## config.mk

```make
export PLATFORM = sky130hd
export DESIGN_NAME = mem_port_arbiter
export DESIGN_NICKNAME = d
export VERILOG_FILES = /design/src/rtl/mem_port_arbiter_pkg.sv /design/src/rtl/mem_arb_picker.sv /design/src/rtl/mem_port_arbiter.sv
export SDC_FILE = /design/constraint.sdc
export NUM_CORES = 1
export LEC_CHECK = 0
export CAP_MARGIN = 20
export CORE_ASPECT_RATIO = 1.25
export CORE_MARGIN = 4
export CORE_UTILIZATION = 43
export DETAILED_ROUTE_END_ITERATION = 10
export PLACE_DENSITY = 0.87
export REMOVE_ABC_BUFFERS = 1
export SYNTH_ARGS = -nofsm -noshare
export SYNTH_HDL_FRONTEND = slang
export SYNTH_SLANG_ARGS = --single-unit
```

## constraint.sdc

```tcl
create_clock -name clock -period 3.4 [get_ports clock]
set_input_delay 0.51 -clock clock [delete_from_list [all_inputs] [get_ports clock]]
set_output_delay 0.51 -clock clock [all_outputs]
set_load 0.01 [all_outputs]
```

## src/rtl/mem_port_arbiter_pkg.sv

```systemverilog
// Shared types for the memory port arbiter.
//   regval_t        : 32-bit core register/word value
//   mem_req_e       : requester identity (none, fetch, data read, data write)
//   mem_arb_state_e : arbiter transaction state
package mem_port_arbiter_pkg;

   typedef logic [31:0] regval_t;

   typedef enum logic [1:0] {
      REQ_NONE,
      REQ_FETCH,
      REQ_READ,
      REQ_WRITE
   } mem_req_e;

   typedef enum logic [1:0] {
      IDLE,
      READ,
      WRITE,
      DONE
   } mem_arb_state_e;

endpackage

```

## src/rtl/mem_arb_picker.sv

```systemverilog
// Combinational grant selection for the memory port arbiter.
// Build option: MEM_ARB_ROUND_ROBIN_EN
//   defined   : round-robin over fetch -> read -> write, starting after last_owner_i
//   undefined : fixed priority write > read > fetch (last_owner_i ignored)
// Ports:
//   fetch_en_i, read_en_i, write_en_i : pending requests
//   last_owner_i                      : owner of the most recent completed transaction
//   winner_o                          : selected requester, REQ_NONE when nothing pending
module mem_arb_picker
   import mem_port_arbiter_pkg::*;
(
   input  logic     fetch_en_i,
   input  logic     read_en_i,
   input  logic     write_en_i,
   input  mem_req_e last_owner_i,
   output mem_req_e winner_o
);

`ifdef MEM_ARB_ROUND_ROBIN_EN
   // Search order rotates so the requester after the last owner is tried first.
   always_comb begin
      winner_o = REQ_NONE;
      unique case (last_owner_i)
         REQ_FETCH: begin
            if (read_en_i)       winner_o = REQ_READ;
            else if (write_en_i) winner_o = REQ_WRITE;
            else if (fetch_en_i) winner_o = REQ_FETCH;
         end
         REQ_READ: begin
            if (write_en_i)      winner_o = REQ_WRITE;
            else if (fetch_en_i) winner_o = REQ_FETCH;
            else if (read_en_i)  winner_o = REQ_READ;
         end
         default: begin
            if (fetch_en_i)      winner_o = REQ_FETCH;
            else if (read_en_i)  winner_o = REQ_READ;
            else if (write_en_i) winner_o = REQ_WRITE;
         end
      endcase
   end
`else
   logic unused_last_owner;
   assign unused_last_owner = ^last_owner_i;

   always_comb begin
      winner_o = REQ_NONE;
      if (write_en_i)      winner_o = REQ_WRITE;
      else if (read_en_i)  winner_o = REQ_READ;
      else if (fetch_en_i) winner_o = REQ_FETCH;
   end
`endif

endmodule

```

## src/rtl/mem_port_arbiter.sv

```systemverilog
// Shares one memory-bridge master between instruction fetch, data read and
// data write channels. One transaction in flight; results return only to the
// granted requester as a one-cycle valid/done pulse.
// Build option: MEM_ARB_ROUND_ROBIN_EN selects round-robin arbitration
// (see mem_arb_picker); default is fixed priority write > read > fetch.
// Ports:
//   clock, reset_n                      : clock, async active-low reset
//   i_addr_enable/i_addr -> i_data_valid/i_data : fetch channel
//   r_addr_enable/r_addr -> r_data_valid/r_data : data read channel
//   w_addr_enable/w_addr/w_data -> w_done       : data write channel
//   mem_address, mem_read_n, mem_write_n, mem_write_data : registered bridge outputs
//   mem_read_data, mem_data_ready_n, mem_data_written_n  : bridge responses
//
// state | meaning
// IDLE  | no transaction; arbitrate among enables
// READ  | read strobe low, waiting for mem_data_ready_n
// WRITE | write strobe low, waiting for mem_data_written_n
// DONE  | owner's valid/done pulse is high this cycle
module mem_port_arbiter
   import mem_port_arbiter_pkg::*;
#(
   parameter int ADDR_WIDTH = 25
) (
   input  logic                  clock,
   input  logic                  reset_n,
   input  logic                  i_addr_enable,
   input  regval_t               i_addr,
   output logic                  i_data_valid,
   output regval_t               i_data,
   input  logic                  r_addr_enable,
   input  regval_t               r_addr,
   output logic                  r_data_valid,
   output regval_t               r_data,
   input  logic                  w_addr_enable,
   input  regval_t               w_addr,
   input  regval_t               w_data,
   output logic                  w_done,
   output logic [ADDR_WIDTH-1:0] mem_address,
   output logic                  mem_read_n,
   output logic                  mem_write_n,
   output regval_t               mem_write_data,
   input  regval_t               mem_read_data,
   input  logic                  mem_data_ready_n,
   input  logic                  mem_data_written_n
);

   mem_arb_state_e          state_q, state_d;
   mem_req_e                owner_q, owner_d;
   mem_req_e                last_owner_q, last_owner_d;
   mem_req_e                winner;
   logic                    armed_q, armed_d;
   logic [ADDR_WIDTH-1:0]   mem_address_q, mem_address_d;
   logic                    mem_read_n_q, mem_read_n_d;
   logic                    mem_write_n_q, mem_write_n_d;
   regval_t                 mem_write_data_q, mem_write_data_d;
   regval_t                 i_data_q, i_data_d;
   regval_t                 r_data_q, r_data_d;
   logic                    i_valid_q, i_valid_d;
   logic                    r_valid_q, r_valid_d;
   logic                    w_done_q, w_done_d;

   // Only the low ADDR_WIDTH bits of the core addresses reach the bridge.
   logic unused_addr_bits;
   assign unused_addr_bits = ^{i_addr, r_addr, w_addr};

   function automatic logic [ADDR_WIDTH-1:0] word_addr(input logic [ADDR_WIDTH-1:0] a);
      return a & ~(ADDR_WIDTH'(3));
   endfunction

   mem_arb_picker u_picker (
      .fetch_en_i   (i_addr_enable),
      .read_en_i    (r_addr_enable),
      .write_en_i   (w_addr_enable),
      .last_owner_i (last_owner_q),
      .winner_o     (winner)
   );

   always_comb begin
      state_d          = state_q;
      owner_d          = owner_q;
      last_owner_d     = last_owner_q;
      armed_d          = armed_q;
      mem_address_d    = mem_address_q;
      mem_read_n_d     = mem_read_n_q;
      mem_write_n_d    = mem_write_n_q;
      mem_write_data_d = mem_write_data_q;
      i_data_d         = i_data_q;
      r_data_d         = r_data_q;
      i_valid_d        = 1'b0;
      r_valid_d        = 1'b0;
      w_done_d         = 1'b0;

      unique case (state_q)
         IDLE: begin
            armed_d = 1'b0;
            owner_d = winner;
            unique case (winner)
               REQ_FETCH: begin
                  mem_address_d = word_addr(i_addr[ADDR_WIDTH-1:0]);
                  mem_read_n_d  = 1'b0;
                  state_d       = READ;
               end
               REQ_READ: begin
                  mem_address_d = word_addr(r_addr[ADDR_WIDTH-1:0]);
                  mem_read_n_d  = 1'b0;
                  state_d       = READ;
               end
               REQ_WRITE: begin
                  mem_address_d    = word_addr(w_addr[ADDR_WIDTH-1:0]);
                  mem_write_data_d = w_data;
                  mem_write_n_d    = 1'b0;
                  state_d          = WRITE;
               end
               default: ;
            endcase
         end
         // Completion is only honoured once the strobe has been low for a full
         // cycle, which guarantees the bridge a minimum two-cycle strobe.
         READ: begin
            armed_d = 1'b1;
            if (armed_q && !mem_data_ready_n) begin
               mem_read_n_d = 1'b1;
               if (owner_q == REQ_FETCH) begin
                  i_data_d  = mem_read_data;
                  i_valid_d = 1'b1;
               end else begin
                  r_data_d  = mem_read_data;
                  r_valid_d = 1'b1;
               end
               state_d = DONE;
            end
         end
         WRITE: begin
            armed_d = 1'b1;
            if (armed_q && !mem_data_written_n) begin
               mem_write_n_d = 1'b1;
               w_done_d      = 1'b1;
               state_d       = DONE;
            end
         end
         DONE: begin
            last_owner_d = owner_q;
            state_d      = IDLE;
         end
         default: state_d = IDLE;
      endcase
   end

   always_ff @(posedge clock or negedge reset_n) begin
      if (!reset_n) begin
         state_q          <= IDLE;
         owner_q          <= REQ_NONE;
         last_owner_q     <= REQ_WRITE;
         armed_q          <= 1'b0;
         mem_address_q    <= '0;
         mem_read_n_q     <= 1'b1;
         mem_write_n_q    <= 1'b1;
         mem_write_data_q <= '0;
         i_data_q         <= '0;
         r_data_q         <= '0;
         i_valid_q        <= 1'b0;
         r_valid_q        <= 1'b0;
         w_done_q         <= 1'b0;
      end else begin
         state_q          <= state_d;
         owner_q          <= owner_d;
         last_owner_q     <= last_owner_d;
         armed_q          <= armed_d;
         mem_address_q    <= mem_address_d;
         mem_read_n_q     <= mem_read_n_d;
         mem_write_n_q    <= mem_write_n_d;
         mem_write_data_q <= mem_write_data_d;
         i_data_q         <= i_data_d;
         r_data_q         <= r_data_d;
         i_valid_q        <= i_valid_d;
         r_valid_q        <= r_valid_d;
         w_done_q         <= w_done_d;
      end
   end

   assign mem_address    = mem_address_q;
   assign mem_read_n     = mem_read_n_q;
   assign mem_write_n    = mem_write_n_q;
   assign mem_write_data = mem_write_data_q;
   assign i_data         = i_data_q;
   assign r_data         = r_data_q;
   assign i_data_valid   = i_valid_q;
   assign r_data_valid   = r_valid_q;
   assign w_done         = w_done_q;

endmodule

```

==> run_results.csv, run 1 <==
group,metric,value,unit
cts,cts_root_buf,"clkbuf_16",
yosys,synth_warnings,0,
power_and_ir_drop,irDropWorstVdd,0.0003732,V
finish,nNetsFinal,855,
place,io_buffers,263,
finish,final_common_cell,"clkdlybuf4s50_1",
cts,post_cts.repair.setup_buffers,0,
detailed_routing,drtAntennaViolNets,0,
global_routing,grt_pass1_vias,4676,
cts,cts_hold_buf,0,
finish,mostFrequentLayoutCells,"262 x clkdlybuf4s50_1, 127 x dfrtp_1, 93 x mux2_2, 46 x a211oi_1, 26 x nand2_1",
timing,timing.setup.tns,0,ps
die,rows,46,
worst_setup_path,max_stage_delay,460,ps
timing,rsz0062_at_grt,"false",
power_and_ir_drop,power_density,847.7,nW/um2
cts,insertion_delay,410,ps
worst_setup_path,cp_slowest_cell,"clkdlybuf4s50_1",
yosys,synth.distinct_cells,32,
detailed_routing,avgRoutedWirePerCell,18.47,um
detailed_routing,via_per_inst,5.165,
detailed_routing,dr.pass1.iters,4,
min_path,worstHoldPathType,"in2async",
timing,skew,10.88,ps
worst_setup_path,crit_chain,"clkdlybuf4s50_1 -> buf_4 -> nor2_1 -> inv_1 -> ha_1 -> nand2_1 -> buf_4 -> mux2_2",
die,fp.coreArea,12720,um2
worst_setup_path,path_class,"in2reg",
cts,cts_made_buffers,17,
detailed_routing,drt_iter0_drc,168,
yosys,syn-mean-instance-area,13.37,um2
power_and_ir_drop,comb_power_share,42.0,%
power_and_ir_drop,p_switching,0.002340,W
finish,multi_input_area,2147,um2
global_routing,grt_max_degree,50,
flow_run,cap_violations,0,
finish,fin_util,70.11,%
outcome,status,"finished clean",
cts,path_clk_slew,60,ps
detailed_routing,drcViolationCount,0,
worst_setup_path,endpoint_kind,"flip-flop",
power_and_ir_drop,clkPwrFrac,23.2,%
timing,min_period,2360,ps
cts,h-tree-depth,4,
cts,clock_sinks,129,
finish,diodes,0,
detailed_routing,drt_wl_total,15930,um
place,hpwl,12310,um
yosys,ys_seq_area_share,57.94,%
yosys,synth-async-reset-ratio,100.0,%
yosys,synth_flop_cell,"dfrtp_1",
global_routing,grt_antenna_before_repair,0,
die,dieArea,14860,um2
finish,regArea,3231,um2
worst_setup_path,arrival,2640,ps
power_and_ir_drop,p_seq_share,34.8,%
timing,setup_viol,0,
yosys,synth_edf_count,0,
global_routing,grt_overflow_total,0,
finish,nFillCells,915,
die,pin_count,293,
power_and_ir_drop,switching_share,30.96,%
global_routing,grt_pass1_wl,24590,um
place,place_congestion,0.8548,
cts,cts_resized,0,
worst_setup_path,start_kind,"primary input",
worst_setup_path,crit_top_cell,"buf_4",
detailed_routing,vias,4452,
power_and_ir_drop,internal-power,0.005219,W
die,die_w,109.8,um
cts,ctsLongestPathBuffers,2,
finish,area_growth,59.94,%
timing,final_hold_viol_count,0,
die,start_util,43.83,%
power_and_ir_drop,leakagePower,3.840,nW
yosys,synthesis.area,5575,um2
cts,cts_tree,"yes",
timing,max_freq,0.4237,GHz
timing,slew_violations,0,
power_and_ir_drop,power.total,0.007560,W
timing,maxSlewHeadroom,47.51,%
die,die_h,135.3,um
global_routing,grt_use_total,21.54,%
finish,drive_gt1_share,20.46,%
yosys,synth_seq_cells,129,
timing,fin_crit_sh,69.41,%
yosys,syn_inst,417,
worst_setup_path,worstPathRequired,3680,ps
timing,tightest_slew,786.5,ps
worst_setup_path,cp_max_fo,32,
-- stage by stage --
step / area, um2 / setup slack, ps / std cells / hold WS, ps
6_report: 8917 / 1040 / 862 / 120.0
5_1_grt: 8917 / 865.9 / 862 / 161.9
4_1_cts: 8917 / 1028 / 862 / 136.2
3_5_place_dp: 8338 / 606.9 / 830 / 465.0
3_3_place_gp: 8338 / 707.4 / 830 / 464.0
2_1_floorplan: 5400 / 860.4 / 387 / 214.4
-- worst paths after layout --
path | from | endpoint | slack (ps) | cells after the start
max reg2reg | state_q[1]$_DFFE_PN0P_ | i_data[19]$_DFFE_PN0P_ | 1320 | 6
min | reset_n | r_data[13]$_DFFE_PN0P_ | 120 | 1
min in group clock | mem_address[21]$_DFFE_PN0P_ | mem_address[21]$_DFFE_PN0P_ | 470 | 2
max | r_addr_enable | mem_write_data[28]$_DFFE_PN0P_ | 1040 | 8
max in group asynchronous | reset_n | mem_write_data[30]$_DFFE_PN0P_ | 2300 | 2
min reg2reg | mem_address[21]$_DFFE_PN0P_ | mem_address[21]$_DFFE_PN0P_ | 470 | 2
-- layer usage --
metal  vias up  track usage [%]  part of all wire, %
met5         -                0                    0
li1       2059                -                    -
met4         0            10.40                  3.7
met3        37            7.058                  9.2
met1      2124            23.26                   35
met2       232            37.42                   52
-- cells by family (layout without fill, tap and decap cells) --
group                      count (synthesis)  in the layout  share of synthesized area (%)
other                                      1              2                        0.06726
DFF                                      129            129                          57.94
AOI/OAI and AO/OA                         82             82                          10.82
buffers and inverters                     39            315                          3.748
muxes                                     99             99                          19.95
and+or+nand+nor                           60             60                          5.902
adders and majority gates                  7              7                          1.571
-- worst max-delay path, delay by kind of cell --
kind | cells | cell delay [ps]
buffers and inverters | 4 | 1170
adder cells (fa/ha/maj) | 1 | 250
multiplexers | 1 | 390
AND/OR/NAND/NOR | 2 | 290
-- power by group through the flow --
stage,combinational (W),sequential [W],clock [W]
CTS,0.00322,0.00264,0.00178
global route,0.00341,0.00272,0.00186
floorplan,0.00101,0.00292,0
global placement,0.00311,0.00261,0
finish,0.00318,0.00263,0.00175
detailed placement,0.00321,0.00266,0
-- cells in the mapped netlist (all sizes together) (2+ instances only) --
master,count,share of area (%)
nor2,4,0.27
nand2b,2,0.22
a21oi,5,0.52
a31oi,2,0.22
a22oi,2,0.27
dfstp,2,0.94
mux2,97,20
and3,23,2.6
inv,8,0.54
buf,20,2.5
dfrtp,127,57
a211oi,46,6.2
o31ai,23,3.1
mux2i,2,0.36
nand2,26,1.8
ha,7,1.6
clkbuf,11,0.74
-- flip-flops by register name, summed over array words and instances (netlist names) --
register and count:
i_data_valid 1, owner_q 2, mem_read_n 1, r_data_valid 1
w_done 1, r_data 32, mem_write_data 32, state_q 2
armed_q 1, mem_address 23, i_data 32, mem_write_n 1
-- layout make-up --
class,count,area share (%)
clock inverter,12,1.375
tap,168,2.357
clock buffer,20,5.121
multi-input combinational,250,24.08
timing repair buffer,275,30.50
sequential,129,36.23
inverter,8,0.3367
(Power assumes the default switching activity.)
==> run 2, diff against run 1 <==
Settings changed: CORE_UTILIZATION 43 to 40, PLACE_DENSITY 0.87 to 0.81.
Clock period 3.4 ns to 2.34 ns, I/O delays scaled along.
==> run 2 against run 1 <==
Compared with the run above: register-to-register slack worse by 880 ps; clock power is 52% higher; worst setup slack worse by 630 ps; sequential cell count stayed put; global-route usage is 1.4 points lower; non-clock buffer count is 5 higher; sequential share of layout area is 0.55 points lower; critical path type unchanged; critical endpoint is now mem_write_data[31]$_DFFE_PN0P_.
==> run_results.csv, run 2 (synthesis results as in run 1) <==
group,metric,value,unit
worst_setup_path,arrival,2210,ps
timing,max_freq,0.5194,GHz
worst_setup_path,r2r_slack,440,ps
timing,tightest_slew,807.3,ps
die,rows,47,
finish,multi_input_area,2147,um2
place,hpwl,12260,um
worst_setup_path,r2r_end,"i_data[3]$_DFFE_PN0P_",
global_routing,grt_pass1_wl,25340,um
cts,clock_sinks,129,
timing,setup_viol,0,
worst_setup_path,crit_top_cell,"inv_1",
power_and_ir_drop,internal-power,0.007707,W
detailed_routing,dr.pass1.iters,4,
timing,timing.setup.tns,0,ps
outcome,status,"finished clean",
detailed_routing,drt_wl_total,15850,um
cts,cts_resized,0,
power_and_ir_drop,power_density,1230,nW/um2
worst_setup_path,ff2ff_path_depth,6,
cts,h-tree-depth,4,
finish,mostFrequentLayoutCells,"262 x clkdlybuf4s50_1, 127 x dfrtp_1, 93 x mux2_2, 46 x a211oi_1, 26 x nand2_1",
cts,insertion_delay,400,ps
power_and_ir_drop,p_switching,0.003427,W
flow_run,cap_violations,0,
worst_setup_path,cp_top_family,"buffers and inverters",
power_and_ir_drop,switching_share,30.78,%
worst_setup_path,worstReg2RegStart,"state_q[1]$_DFFE_PN0P_",
cts,ctsLongestPathBuffers,2,
die,dieArea,15900,um2
global_routing,grt_pass1_vias,4898,
power_and_ir_drop,comb_power_share,41.9,%
worst_setup_path,worstPathRequired,2620,ps
cts,path_clk_slew,60,ps
worst_setup_path,crit_chain,"clkdlybuf4s50_1 -> inv_1 -> a21oi_1 -> inv_1 -> ha_1 -> nand2_1 -> buf_12 -> mux2_2",
timing,final_hold_viol_count,0,
finish,fin_util,67.24,%
die,pin_count,293,
worst_setup_path,max_stage_delay,540,ps
cts,cts_made_buffers,17,
cts,cts_root_buf,"clkbuf_16",
worst_setup_path,cp_max_fo,32,
place,place_congestion,0.8325,
die,die_w,113.6,um
global_routing,grt_use_total,20.19,%
finish,final_common_cell,"clkdlybuf4s50_1",
power_and_ir_drop,leakagePower,3.913,nW
finish,area_growth,62.41,%
detailed_routing,drcViolationCount,0,
detailed_routing,drtAntennaViolNets,0,
worst_setup_path,endpoint_kind,"flip-flop",
min_path,worstHoldPathType,"in2async",
die,fp.coreArea,13470,um2
detailed_routing,drt_iter0_drc,183,
timing,skew,9.161,ps
cts,cts_tree,"yes",
timing,whs,389.6,ps
worst_setup_path,path_class,"in2reg",
finish,nFillCells,1021,
timing,maxSlewHeadroom,46.12,%
worst_setup_path,path_buf_inv,4,
finish,drive_gt1_share,20.89,%
power_and_ir_drop,irDropWorstVdd,0.0005502,V
detailed_routing,via_per_inst,5.190,
worst_setup_path,cp_slowest_cell,"clkdlybuf4s50_1",
detailed_routing,vias,4515,
timing,min_period,1925,ps
power_and_ir_drop,clkPwrFrac,23.9,%
timing,rsz0062_at_grt,"false",
worst_setup_path,start_kind,"primary input",
detailed_routing,avgRoutedWirePerCell,18.22,um
finish,regArea,3231,um2
global_routing,grt_antenna_before_repair,0,
power_and_ir_drop,p_seq_share,34.2,%
timing,fin_crit_sh,82.28,%
global_routing,grt_overflow_total,0,
place,io_buffers,263,
power_and_ir_drop,power.total,0.01113,W
timing,slew_violations,0,
global_routing,grt_max_degree,82,
finish,diodes,0,
die,die_h,140.0,um
finish,nNetsFinal,860,
die,start_util,41.40,%
run 2: layout make-up:
| type | instances | area share (%) |
|---|---|---|
| inverters | 8 | 0.3316 |
| multi-input cells | 250 | 23.71 |
| well taps | 171 | 2.363 |
| clock inverters | 14 | 1.865 |
| flip-flops and latches | 129 | 35.68 |
| clock buffers | 18 | 4.740 |
| repair buffers | 280 | 31.31 |
run 2: through the flow:
stage               area [um2]  std cells  worst slack (ps)
floorplan                 5400        387            -40.62
global placement          8447        837             69.33
detailed placement        8447        837            -19.21
CTS                       9055        870             402.6
global route              9055        870             320.7
finish                    9055        870             414.6
run 2: timing repair:
item	CTS	global route
hold buffers	1	0
setup buffers	0	0
hold endpoints to repair	13	0
run 2: worst max-delay path by stage:
stage / from / endpoint / slack [ps] / cells after the start
6_report: r_addr_enable / mem_write_data[31]$_DFFE_PN0P_ / 410 / 8
5_1_grt: r_addr_enable / mem_write_data[29]$_DFFE_PN0P_ / 320 / 8
4_1_cts: r_addr_enable / mem_write_data[31]$_DFFE_PN0P_ / 400 / 8
3_5_place_dp: r_addr_enable / mem_write_data[31]$_DFFE_PN0P_ / -20 / 8
3_3_place_gp: r_addr_enable / mem_write_data[3]$_DFFE_PN0P_ / 70 / 8
2_1_floorplan: r_addr_enable / mem_write_data[0]$_DFFE_PN0P_ / -40 / 6
run 2: per-layer routing:
metal  vias to the layer above  routed length (um)  GRT usage [%]
li1                       2076                   -              -
met1                      2185                5428          21.20
met2                       216                8394          35.12
met3                        38                1421          7.636
met4                         0                 609          9.937
met5                         -                   0              0
run 2: power by group through the flow:
stage | clock, W | combinational, W | sequential [W]
final | 0.00266 | 0.00467 | 0.00381
after global routing | 0.00284 | 0.00502 | 0.00394
after CTS | 0.00271 | 0.00474 | 0.00382
after detailed placement | 0 | 0.00472 | 0.00386
after global placement | 0 | 0.00459 | 0.00379
after floorplan | 0 | 0.00146 | 0.00425
